===== config.mk =====
export PLATFORM = sky130hd
export DESIGN_NAME = instr_encode_loader
export DESIGN_NICKNAME = d
export VERILOG_FILES = /design/src/rtl/instr_encode_loader.sv
export SDC_FILE = /design/constraint.sdc
export NUM_CORES = 1
export LEC_CHECK = 0
export BUFFER_PORTS_ARGS = -buffer_cell sky130_fd_sc_hd__buf_4
export CAP_MARGIN = 20
export CORE_AREA = 4 4 74 89
export DETAILED_ROUTE_END_ITERATION = 16
export DIE_AREA = 0 0 78 93
export GPL_TIMING_DRIVEN = 0
export PLACE_DENSITY = 0.8
export REMOVE_ABC_BUFFERS = 1
export SLEW_MARGIN = 10
export SYNTH_ARGS = -nofsm -noshare
export SYNTH_HDL_FRONTEND = slang
export SYNTH_SLANG_ARGS = --single-unit

===== constraint.sdc =====
create_clock -name clk -period 4.13 [get_ports clk]
set_clock_uncertainty 0.15 [all_clocks]
set_input_delay 0.6195 -clock clk [delete_from_list [all_inputs] [get_ports clk]]
set_output_delay 0.6195 -clock clk [all_outputs]
set_load 0.02 [all_outputs]

===== src/rtl/instr_encode_loader.sv =====
// Program loader: accepts instruction fields over valid/ready, encodes them as
// MIPS words (lw/sw/R-type/addi/beq/j) and writes them sequentially to imem.
module instr_encode_loader #(
    parameter int                ADDR_W    = 32,
    parameter logic [ADDR_W-1:0] BASE_ADDR = '0,
    parameter int                DEPTH     = 64,
    localparam int               CNT_W     = $clog2(DEPTH + 1)
) (
    input  logic              clk,
    input  logic              rst,
    input  logic              start,
    input  logic              finish,
    input  logic              in_valid,
    output logic              in_ready,
    input  logic [2:0]        in_kind,
    input  logic [4:0]        in_rs,
    input  logic [4:0]        in_rt,
    input  logic [4:0]        in_rd,
    input  logic [4:0]        in_shamt,
    input  logic [5:0]        in_funct,
    input  logic [15:0]       in_imm,
    input  logic [25:0]       in_target,
    output logic              imem_we,
    output logic [ADDR_W-1:0] imem_addr,
    output logic [31:0]       imem_wdata,
    output logic [CNT_W-1:0]  word_cnt,
    output logic              done,
    output logic              err
);

    typedef enum logic [1:0] {
        IDLE,
        LOAD,
        DONE
    } state_t;

    localparam logic [CNT_W-1:0] DEPTH_C  = CNT_W'(DEPTH);
    localparam logic [CNT_W-1:0] DEPTH_M1 = CNT_W'(DEPTH - 1);

    state_t            state;
    logic              xfer;
    logic              legal;
    logic [ADDR_W-1:0] offset;

    function automatic logic [31:0] encode(
        input logic [2:0]  kind,
        input logic [4:0]  rs,
        input logic [4:0]  rt,
        input logic [4:0]  rd,
        input logic [4:0]  shamt,
        input logic [5:0]  funct,
        input logic [15:0] imm,
        input logic [25:0] target
    );
        logic [31:0] word;
        case (kind)
            3'd0:    word = {6'b100011, rs, rt, imm};
            3'd1:    word = {6'b101011, rs, rt, imm};
            3'd2:    word = {6'b000000, rs, rt, rd, shamt, funct};
            3'd3:    word = {6'b001000, rs, rt, imm};
            3'd4:    word = {6'b000100, rs, rt, imm};
            3'd5:    word = {6'b000010, target};
            default: word = 32'h0;
        endcase
        return word;
    endfunction

    assign in_ready = (state == LOAD) && (word_cnt < DEPTH_C);
    assign xfer     = in_valid && in_ready;
    assign legal    = (in_kind < 3'd6);
    // Byte offset of the next word; wraps naturally at ADDR_W bits.
    assign offset   = ADDR_W'(word_cnt) << 2;

    always_ff @(posedge clk or posedge rst) begin
        if (rst) begin
            state      <= IDLE;
            imem_we    <= 1'b0;
            imem_addr  <= BASE_ADDR;
            imem_wdata <= 32'h0;
            word_cnt   <= '0;
            done       <= 1'b0;
            err        <= 1'b0;
        end else begin
            imem_we <= 1'b0;
            case (state)
                IDLE: begin
                    if (start) begin
                        state    <= LOAD;
                        word_cnt <= '0;
                        err      <= 1'b0;
                    end
                end
                LOAD: begin
                    if (xfer) begin
                        if (legal) begin
                            imem_we    <= 1'b1;
                            imem_addr  <= BASE_ADDR + offset;
                            imem_wdata <= encode(in_kind, in_rs, in_rt, in_rd,
                                                 in_shamt, in_funct, in_imm, in_target);
                            word_cnt   <= word_cnt + 1'b1;
                        end else begin
                            err <= 1'b1;
                        end
                    end
                    // finish outranks start; the word that fills memory also closes the session
                    if (finish || (xfer && legal && (word_cnt == DEPTH_M1))) begin
                        state <= DONE;
                        done  <= 1'b1;
                    end
                end
                DONE: begin
                    if (start) begin
                        state    <= LOAD;
                        done     <= 1'b0;
                        word_cnt <= '0;
                        err      <= 1'b0;
                    end
                end
                default: begin
                    state <= IDLE;
                    done  <= 1'b0;
                end
            endcase
        end
    end

endmodule


=== After elaboration in Yosys (flattened, before gate mapping) ===
Cells that the tools add are included.

* Output and inout port bits: 75
* Word-level logic and storage cells: 56
* Bits of input ports: 76
* Bits in registers: 51

* Equality and inequality tests: 14
* Order comparisons: 2
* Add/sub/neg operators: 1
* Reductions and logical operators: 14
* Mux-type cells: 17
* Bitwise logic cells: 1

{| class="wikitable"
|+ Operators with widths
! kind !! count
|-
| 32-bit one-hot mux with 6 select lines || 1
|-
| 7-bit 2-to-1 mux || 3
|-
| 7-bit one-hot mux with 2 select lines || 1
|-
| 2-bit != test (second input constant) || 4
|-
| 4-bit AND reduction || 2
|-
| 7-bit by 1-bit adder with 7-bit output (second input constant) || 1
|-
| 7-bit by 6-bit equality test with 1-bit output (second input constant) || 1
|-
| 7-bit less-than comparator (second input constant) || 1
|-
| 1-bit 2-to-1 mux || 7
|-
| 3-bit by 2-bit equality test with 1-bit output (second input constant) || 2
|-
| 3-bit equality test (second input constant) || 2
|-
| 3-bit AND reduction || 2
|-
| 1-bit logical AND || 4
|-
| 2-bit 2-to-1 mux || 2
|-
| 2-bit by 1-bit != test with 1-bit output (second input constant) || 2
|-
| 2-bit one-hot mux with 2 select lines || 1
|-
| 3-bit by 1-bit equality test with 1-bit output (second input constant) || 1
|-
| 3-bit logical NOT || 1
|-
| 3-bit less-than comparator (second input constant) || 1
|-
| 1-bit one-hot mux with 3 select lines || 1
|-
| 2-bit by 1-bit equality test with 1-bit output (second input constant) || 1
|-
| 2-bit equality test (second input constant) || 1
|-
| 2-bit logical NOT || 1
|-
| 1-bit one-hot mux with 2 select lines || 1
|-
| other kinds (5) || 5
|}

=== Depth between registers and ports, before layout ===
Gate-level depths: netlist of the first run.

* Word-level depth: 8
* Depth in mapped cells: 6
* Gate-level depth less buffers: 4

=== Least setup slack after synthesis of the first run ===
No wires, ideal clock.

* Path kind: in2reg
* From: in in_kind[1]
* To: reg imem_wdata[0]
* Stages: 6
* Arrival time: 1.539 ns
* Data required time: 3.851 ns
* Setup time: 0.129 ns
* Slack: 2.312 ns
* Path through: buf_2 -> nor2b_1 -> buf_2 -> buf_2 -> a221oi_1 -> o31ai_1

* Longest elaborated chain between the ends: 2
* Elaborated cells between the ends (all ways): 9
* Those cells by class: order compare (1); eq/ne (5); mux (1); reduce/logical (2)

{| class="wikitable"
|+ Ends and longest elaborated chain
! element !! RTL line !! RTL
|-
| from (decl) || 15 || <nowiki>input logic [2:0] in_kind,</nowiki>
|-
| 3-bit less-than comparator (tied with other cells) || 70 || <nowiki>assign legal = (in_kind < 3'd6);</nowiki>
|-
| 3-bit AND reduction (no source line) or 32-bit one-hot mux with 6 select lines (tied branches) || n/a ||
|-
| to (signal assigned) || 98 || <nowiki>imem_wdata <= encode(in_kind, in_rs, in_rt, in_rd,</nowiki>
|-
| to (decl) || 25 || <nowiki>output logic [31:0] imem_wdata,</nowiki>
|}

Parallel ways exist; a longest one is shown, timed or not.
A chain may end at the register's enable or synchronous reset.

=== Worst setup path in the final report of the first run ===
* From: reg state[0]
* To: reg imem_addr[3]

* Longest elaborated chain between the ends: 4

{| class="wikitable"
|+ Ends and longest elaborated chain
! element !! RTL line !! RTL
|-
| from (decl) || 40 || <nowiki>state_t state;</nowiki>
|-
| from (signal assigned) || 76 || <nowiki>state <= IDLE;</nowiki>
|-
| from (signal assigned) || 88 || <nowiki>state <= LOAD;</nowiki>
|-
| from (signal assigned) || 107 || <nowiki>state <= DONE;</nowiki>
|-
| 2-bit by 1-bit equality test with 1-bit output (*) || 68, 85 ||
|-
| 1-bit logical AND || 68 || <nowiki>assign in_ready = (state == LOAD) && (word_cnt < DEPTH_C);</nowiki>
|-
| 1-bit logical AND || 69 || <nowiki>assign xfer = in_valid && in_ready;</nowiki>
|-
| 3-bit AND reduction (no source line) (*) || n/a ||
|-
| to (signal assigned) || 97 || <nowiki>imem_addr <= BASE_ADDR + offset;</nowiki>
|-
| to (decl) || 24 || <nowiki>output logic [ADDR_W-1:0] imem_addr,</nowiki>
|}

Mark *: on every way between the ends. The rest lies on a longest branch, timed or not.

==> out/results.tsv, run 1 <==
stage	metric	value	unit
floorplanning	Starting Density	47.2	%
global_route	Tot GR Track Use	21.6	%
sta	Final Cycle Share	59.8	%
floorplanning	core area	5670	µm²
yosys	post-synthesis compound-gate area fraction	29.9	%
pwr	Pwr Total	1910	µW
route	Total Wirelength	7950	µm
global_route	largest net degree at the start of global routing	40	
sta	Rel. slew slack	33.9	%
cells_and_area	Fillers	501	
cells_and_area	Reg area	1230	µm²
cells_and_area	Syn-to-layout area delta	34.9	%
sta	setup violators final	0	
global_route	vias in the first global route	2545	
status	status	finished, final reports clean	
worst_setup_path	Max Fanout on Critical Path	39	
route	initial DRC count	142	
clock_tree	number of CTS-inserted buffers	5	
cells_and_area	Finished Core Util	63.6	%
route	routed vias	2529	
sta	Max Freq	405	MHz
cells_and_area	Post-Layout Inst Area	3610	µm²
pwr	Pleak	0.00178	µW
yosys	sequential fraction of the synthesis area	45.9	%
yosys	Ys Warns	0	
yosys	number of library cell types mapped by synthesis	39	
worst_setup_path	WS Path Type	reg -> reg	
cells_and_area	Final #Nets	448	
min_path	Hold Crit Class	in -> async	
pwr	VDD IR max	0.000251	V
yosys	Adder-Cell Fraction of Synth Area	0.468	%
placed_design	half-perimeter wire length after placement	5740	µm
clock_tree	worst-skew pair later-pin latency	300	ps
yosys	Primary FF master, synth	dfrtp_1	
sta	hold_ws	204	ps
yosys	Synth async-reset ratio	100	%
clock_tree	# hold bufs at CTS	0	
worst_setup_path	buffers plus inverters on the worst setup path	1	
worst_setup_path	Worst Path Arrival	2510	ps
cells_and_area	antenna fix cells	0	
worst_setup_path	slowest cell on the critical path	nand2_2	
global_route	global route overflow	0	
worst_setup_path	CP peak stage delay	590	ps
job	max cap viols	0	
yosys	EDFF count, synth	0	
yosys	Post-Syn Area	2670	µm²
route	Via density	5.61	
floorplanning	die width	78	µm
clock_tree	CTS resizes	0	
placed_design	routability cong.	0.761	
yosys	Post-Syn Area per Cell	10.2	µm²
route	drt pass-1 iters	5	
yosys	Post-Syn Instances	263	
worst_setup_path	R2R Setup Slk	1660	ps
cells_and_area	Multi-input gate area	1190	µm²
pwr	Power Density	529	nW/µm²
sta	Final Hold Fails	0	
floorplanning	Total Die Area	7250	µm²
yosys	Post-Synth XOR/XNOR Area	0	%
clock_tree	clk buf depth	2	
floorplanning	chip height	93	µm
placed_design	# port buffers	124	
global_route	first-pass GRT wire length	12600	µm
clock_tree	Clock Tree Root	clkbuf_8	
clock_tree	# clock sinks	49	
sta	Tmin final	2470	ps
yosys	flops & latches, synth	49	
route	wire per inst	17.6	µm
route	Detail Route Antenna Nets	0	
yosys	simple-gate share of the synthesized area	6.65	%
worst_setup_path	worst-path cell chain	and4bb_1 -> nand2_2 -> inv_2 -> mux2_1	
clock_tree	postcts setup bufs	0	
clock_tree	H-tree depth	2	
global_route	initial antenna violation count	0	
yosys	mux contribution to synthesized area	3.65	%
yosys	main combinational cell family by area after synthesis	compound AO/OA/AOI/OAI gates	
placed_design	Post-DP Area	3520	µm²
worst_setup_path	CP delay by family, top	simple AND/OR/NAND/NOR gates	
worst_setup_path	WP data required	4170	ps
clock_tree	CTS clk-pin slew, worst paths	90	ps
floorplanning	I/O pins	151	
route	DRC errors left	0	
sta	RSZ-0062 raised after global routing	false	
cells_and_area	layout cells sized above 1	36.9	%
worst_setup_path	CP startpoint kind	flip-flop	
floorplanning	row count	30	
clock_tree	CTS tree	built	
sta	TNS Setup	0	ps
sta	Tightest Pin Transition	991	ps
worst_setup_path	Worst Setup End Kind	flip-flop	
sta	Slew Viols, Final	0	
## layout make-up
cell class | instances | share of cell area [%]
clock buffer | 7 | 2.39
inverter | 6 | 0.625
multi-input combinational | 181 | 32.9
sequential | 49 | 34.0
tap | 80 | 2.78
timing repair buffer | 128 | 27.3
## layer usage
| metal | vias to the layer above | track usage (%) | routed length (µm) |
|---|---|---|---|
| met5 | - | 0 | 0 |
| li1 | 1172 | - | - |
| met2 | 120 | 38.2 | 4190 |
| met1 | 1225 | 26.3 | 3070 |
| met4 | 0 | 6.27 | 110 |
| met3 | 12 | 4.82 | 577 |
## worst reg2reg max path: stages (launching register included)
cell and delay [ps]:
dfrtp_1 530, and4bb_1 520, nand2_2 590, inv_2 240, mux2_1 330
## cell usage in the layout, fill, tap and decap left out, types with 2 or more instances in the layout
cell type / Yosys / final
buf_4: 28 / 125
dfrtp_1: 49 / 49
a221oi_1: 32 / 32
conb_1: 1 / 26
o21ai_0: 22 / 22
o21ai_1: 20 / 20
o31ai_1: 17 / 17
a22oi_1: 11 / 11
nand2_1: 9 / 8
mux2_1: 6 / 6
clkbuf_8: 0 / 6
inv_1: 5 / 4
nand2b_1: 3 / 3
o211ai_1: 3 / 3
and2_1: 3 / 3
nand4_1: 3 / 3
mux2i_1: 3 / 3
inv_2: 1 / 2
a21o_1: 2 / 2
a21oi_1: 2 / 2
nor2b_1: 2 / 2
a32o_1: 2 / 2
and3_1: 2 / 2
nor2_1: 2 / 2
## flip-flops by register name, indices dropped and copies added, names as in the netlist
name,cells
done,1
state,2
imem_addr,7
imem_wdata,30
imem_we,1
word_cnt,7
err,1
## synthesized netlist by cell type (2+ instances only)
library cell	n	area share, %
nand4_1	3	0.70
nand2b_1	3	0.70
buf_4	28	7.9
and2_1	3	0.70
buf_6	3	1.3
nor2b_1	2	0.47
dfrtp_1	49	46
a32o_1	2	0.75
clkbuf_1	11	1.5
a21oi_1	2	0.37
nand2_1	9	1.3
a22oi_1	11	3.1
a21o_1	2	0.56
and3_1	2	0.47
o211ai_1	3	0.84
mux2_1	6	2.5
mux2i_1	3	1.1
buf_2	8	1.5
inv_1	5	0.70
a221oi_1	32	10
nor2_1	2	0.28
o21ai_0	22	4.1
o31ai_1	17	4.8
o21ai_1	20	3.7
## stage by stage
step           worst slack (ps)  cells
4_1_cts                    1640    451
5_1_grt                    1540    451
3_5_place_dp               1490    444
2_1_floorplan              1790    236
3_3_place_gp               1110    440
6_report                   1660    451
## final timing paths
kind,startpoint,to,cells after the start
max in group asynchronous,rst,word_cnt[5],3
hold / removal,rst,imem_wdata[25],2
min in group clk,imem_addr[8],imem_addr[8],1
setup reg to reg,state[0],imem_addr[3],4
hold reg to reg,imem_addr[8],imem_addr[8],1
setup / recovery,state[0],imem_addr[3],4
## cell families (layout without fill, tap and decap cells)
logic type	after synthesis	count (layout)
and+or+nand+nor	30	30
muxes	9	9
DFF	49	49
buffers and inverters	58	141
adders and majority gates	1	1
other	1	26
AOI/OAI and AO/OA	115	115
## report_power, final
part	internal, µW	leakage (µW)	switching, µW
Sequential	644	0.000639	99.3
Clock	133	0.0000443	148
Combinational	378	0.00110	504
Power figures use the tool's default switching activity.
==> run 2, diff against run 1 <==
CORE_AREA = 4 4 77 93   (was 4 4 74 89)
DIE_AREA = 0 0 81 97   (was 0 0 78 93)
PLACE_DENSITY = 0.74   (was 0.8)
clock period = 2.3 ns   (was 4.13 ns; I/O delays follow)
==> out/results.tsv, run 2 (synthesis gave the netlist of run 1 again) <==
stage	metric	value	unit
status	status	finished, final reports clean	
cells_and_area	most common cell after layout, fill and taps aside	buf_4	
floorplanning	row count	32	
placed_design	half-perimeter wire length after placement	5800	µm
pwr	clock network power share	15.1	%
route	drt pass-1 iters	5	
worst_setup_path	WP data required	2340	ps
worst_setup_path	CP startpoint kind	flip-flop	
job	max cap viols	0	
cells_and_area	Fillers	600	
sta	Slew Viols, Final	0	
route	Via density	5.47	
worst_setup_path	worst r2r src	state[0]	
placed_design	# port buffers	124	
route	Total Wirelength	8090	µm
pwr	Pleak	0.00179	µW
route	DRC errors left	0	
pwr	P_int	2050	µW
floorplanning	core area	6330	µm²
min_path	Hold Path End	state[0]	
global_route	first-pass GRT wire length	12600	µm
clock_tree	Clock Tree Root	clkbuf_8	
worst_setup_path	R2R Setup Slk	230	ps
route	Detail Route Antenna Nets	0	
min_path	Hold Crit Depth	2	
route	routed vias	2499	
global_route	largest net degree at the start of global routing	40	
cells_and_area	Post-Layout Inst Area	3630	µm²
sta	Rel. slew slack	33.9	%
cells_and_area	Reg with most FFs	imem_wdata	
pwr	Pwr Total	3440	µW
clock_tree	worst-skew pair later-pin latency	300	ps
worst_setup_path	Worst Path Arrival	2110	ps
worst_setup_path	R2R cell count	4	
floorplanning	Starting Density	42.2	%
cells_and_area	antenna fix cells	0	
global_route	most used routing layer	met2	
sta	Tmin final	2070	ps
pwr	VDD IR max	0.000608	V
route	wire per inst	17.7	µm
floorplanning	die width	81	µm
min_path	Hold Startpoint	finish	
floorplanning	chip height	97	µm
global_route	vias in the first global route	2481	
cells_and_area	Syn-to-layout area delta	35.7	%
sta	Final Hold Fails	0	
worst_setup_path	WS Path Type	reg -> reg	
min_path	Hold Crit Class	in -> reg	
global_route	GR Util met1	24.8	%
clock_tree	H-tree depth	2	
cells_and_area	Largest regs	imem_wdata: 30 flops, imem_addr: 7 flops, word_cnt: 7 flops	
floorplanning	I/O pins	151	
cells_and_area	most frequent cells in the layout	buf_4 (124), dfrtp_1 (49), a221oi_1 (32)	
sta	RSZ-0062 raised after global routing	false	
floorplanning	Total Die Area	7860	µm²
pwr	sw power	1390	µW
cells_and_area	layout cells sized above 1	37.6	%
global_route	initial antenna violation count	0	
worst_setup_path	Max Fanout on Critical Path	39	
clock_tree	CTS clk-pin slew, worst paths	100	ps
global_route	grt met3 use	4.66	%
route	initial DRC count	139	
sta	Max Freq	483	MHz
sta	Final Cycle Share	89.9	%
global_route	GR Util met2	35.8	%
clock_tree	clk buf depth	2	
clock_tree	# clock sinks	49	
sta	setup violators final	0	
placed_design	Post-DP Area	3520	µm²
worst_setup_path	Worst Setup End Kind	flip-flop	
worst_setup_path	R2R Path End	imem_addr[3]	
clock_tree	CTS tree	built	
cells_and_area	max reg flops	30	
global_route	global route overflow	0	
global_route	Tot GR Track Use	20.3	%
pwr	Sequential Power Share	38.9	%
worst_setup_path	critical path startpoint	state[0]	
pwr	Power Density	949	nW/µm²
clock_tree	number of CTS-inserted buffers	5	
placed_design	routability cong.	0.778	
cells_and_area	Final #Nets	448	
pwr	Combinational Power Share	45.9	%
pwr	Sw Ratio	40.4	%
sta	Tightest Pin Transition	992	ps
==> run 2: worst max-delay path, cell delays in order (launching register included) <==
cell and delay [ps]:
dfrtp_1 530, and4bb_2 450, nand2_4 310, inv_2 180, mux2_1 330
==> run 2: timing repair <==
action,in CTS,in global routing
setup buffers,0,0
resized for setup,1,1
pin swaps,0,0
setup endpoints to repair,7,1
hold buffers,1,0
endpoints found under the hold margin,22,0
==> run 2: layer usage <==
layer,vias up,share of wire (%)
met5,-,0
met4,0,0.96
met3,8,7.8
met2,99,53
met1,1220,39
li1,1172,-
==> run 2: power by group through the flow <==
stage          registers (µW)  clock network, µW  logic [µW]
2_1_floorplan            1690                  0         473
3_3_place_gp             1340                  0        1550
3_5_place_dp             1350                  0        1590
4_1_cts                  1340                534        1600
5_1_grt                  1380                580        1700
6_report                 1340                521        1580
==> run 2: layout make-up <==
type                    instances  area [µm²]  area share [%]
clock buffers                   5        68.8            1.90
well taps                      85         106            2.93
inverters                       6        22.5           0.621
clock inverters                 3        21.3           0.587
flip-flops and latches         49        1230            33.8
multi-input cells             181        1190            32.9
repair buffers                128         987            27.2
==> run 2: stage by stage <==
| stage | utilization (%) | TNS, ps | hold slack, ps | cells | setup WS (ps) |
|---|---|---|---|---|---|
| after floorplan | - | 0 | 292 | 236 | 13.5 |
| after global placement | 54.8 | -16770 | 322 | 445 | -528 |
| after detailed placement | 55.7 | -410 | 270 | 448 | -137 |
| after CTS | 57.3 | 0 | 55.7 | 457 | 81.3 |
| after global routing | 57.3 | 0 | 64.4 | 457 | 87.1 |
| final | 57.3 | 0 | 64.9 | 457 | 231 |
==> run 2: worst max-delay path by stage <==
stage | endpoint | slack, ps | cells after the start
CTS | imem_addr[3] | 80 | 4
global route | imem_addr[3] | 90 | 4
finish | imem_addr[3] | 230 | 4
detailed placement | imem_addr[3] | -140 | 4
floorplan | imem_addr[3] | 10 | 4
global placement | imem_addr[3] | -530 | 4
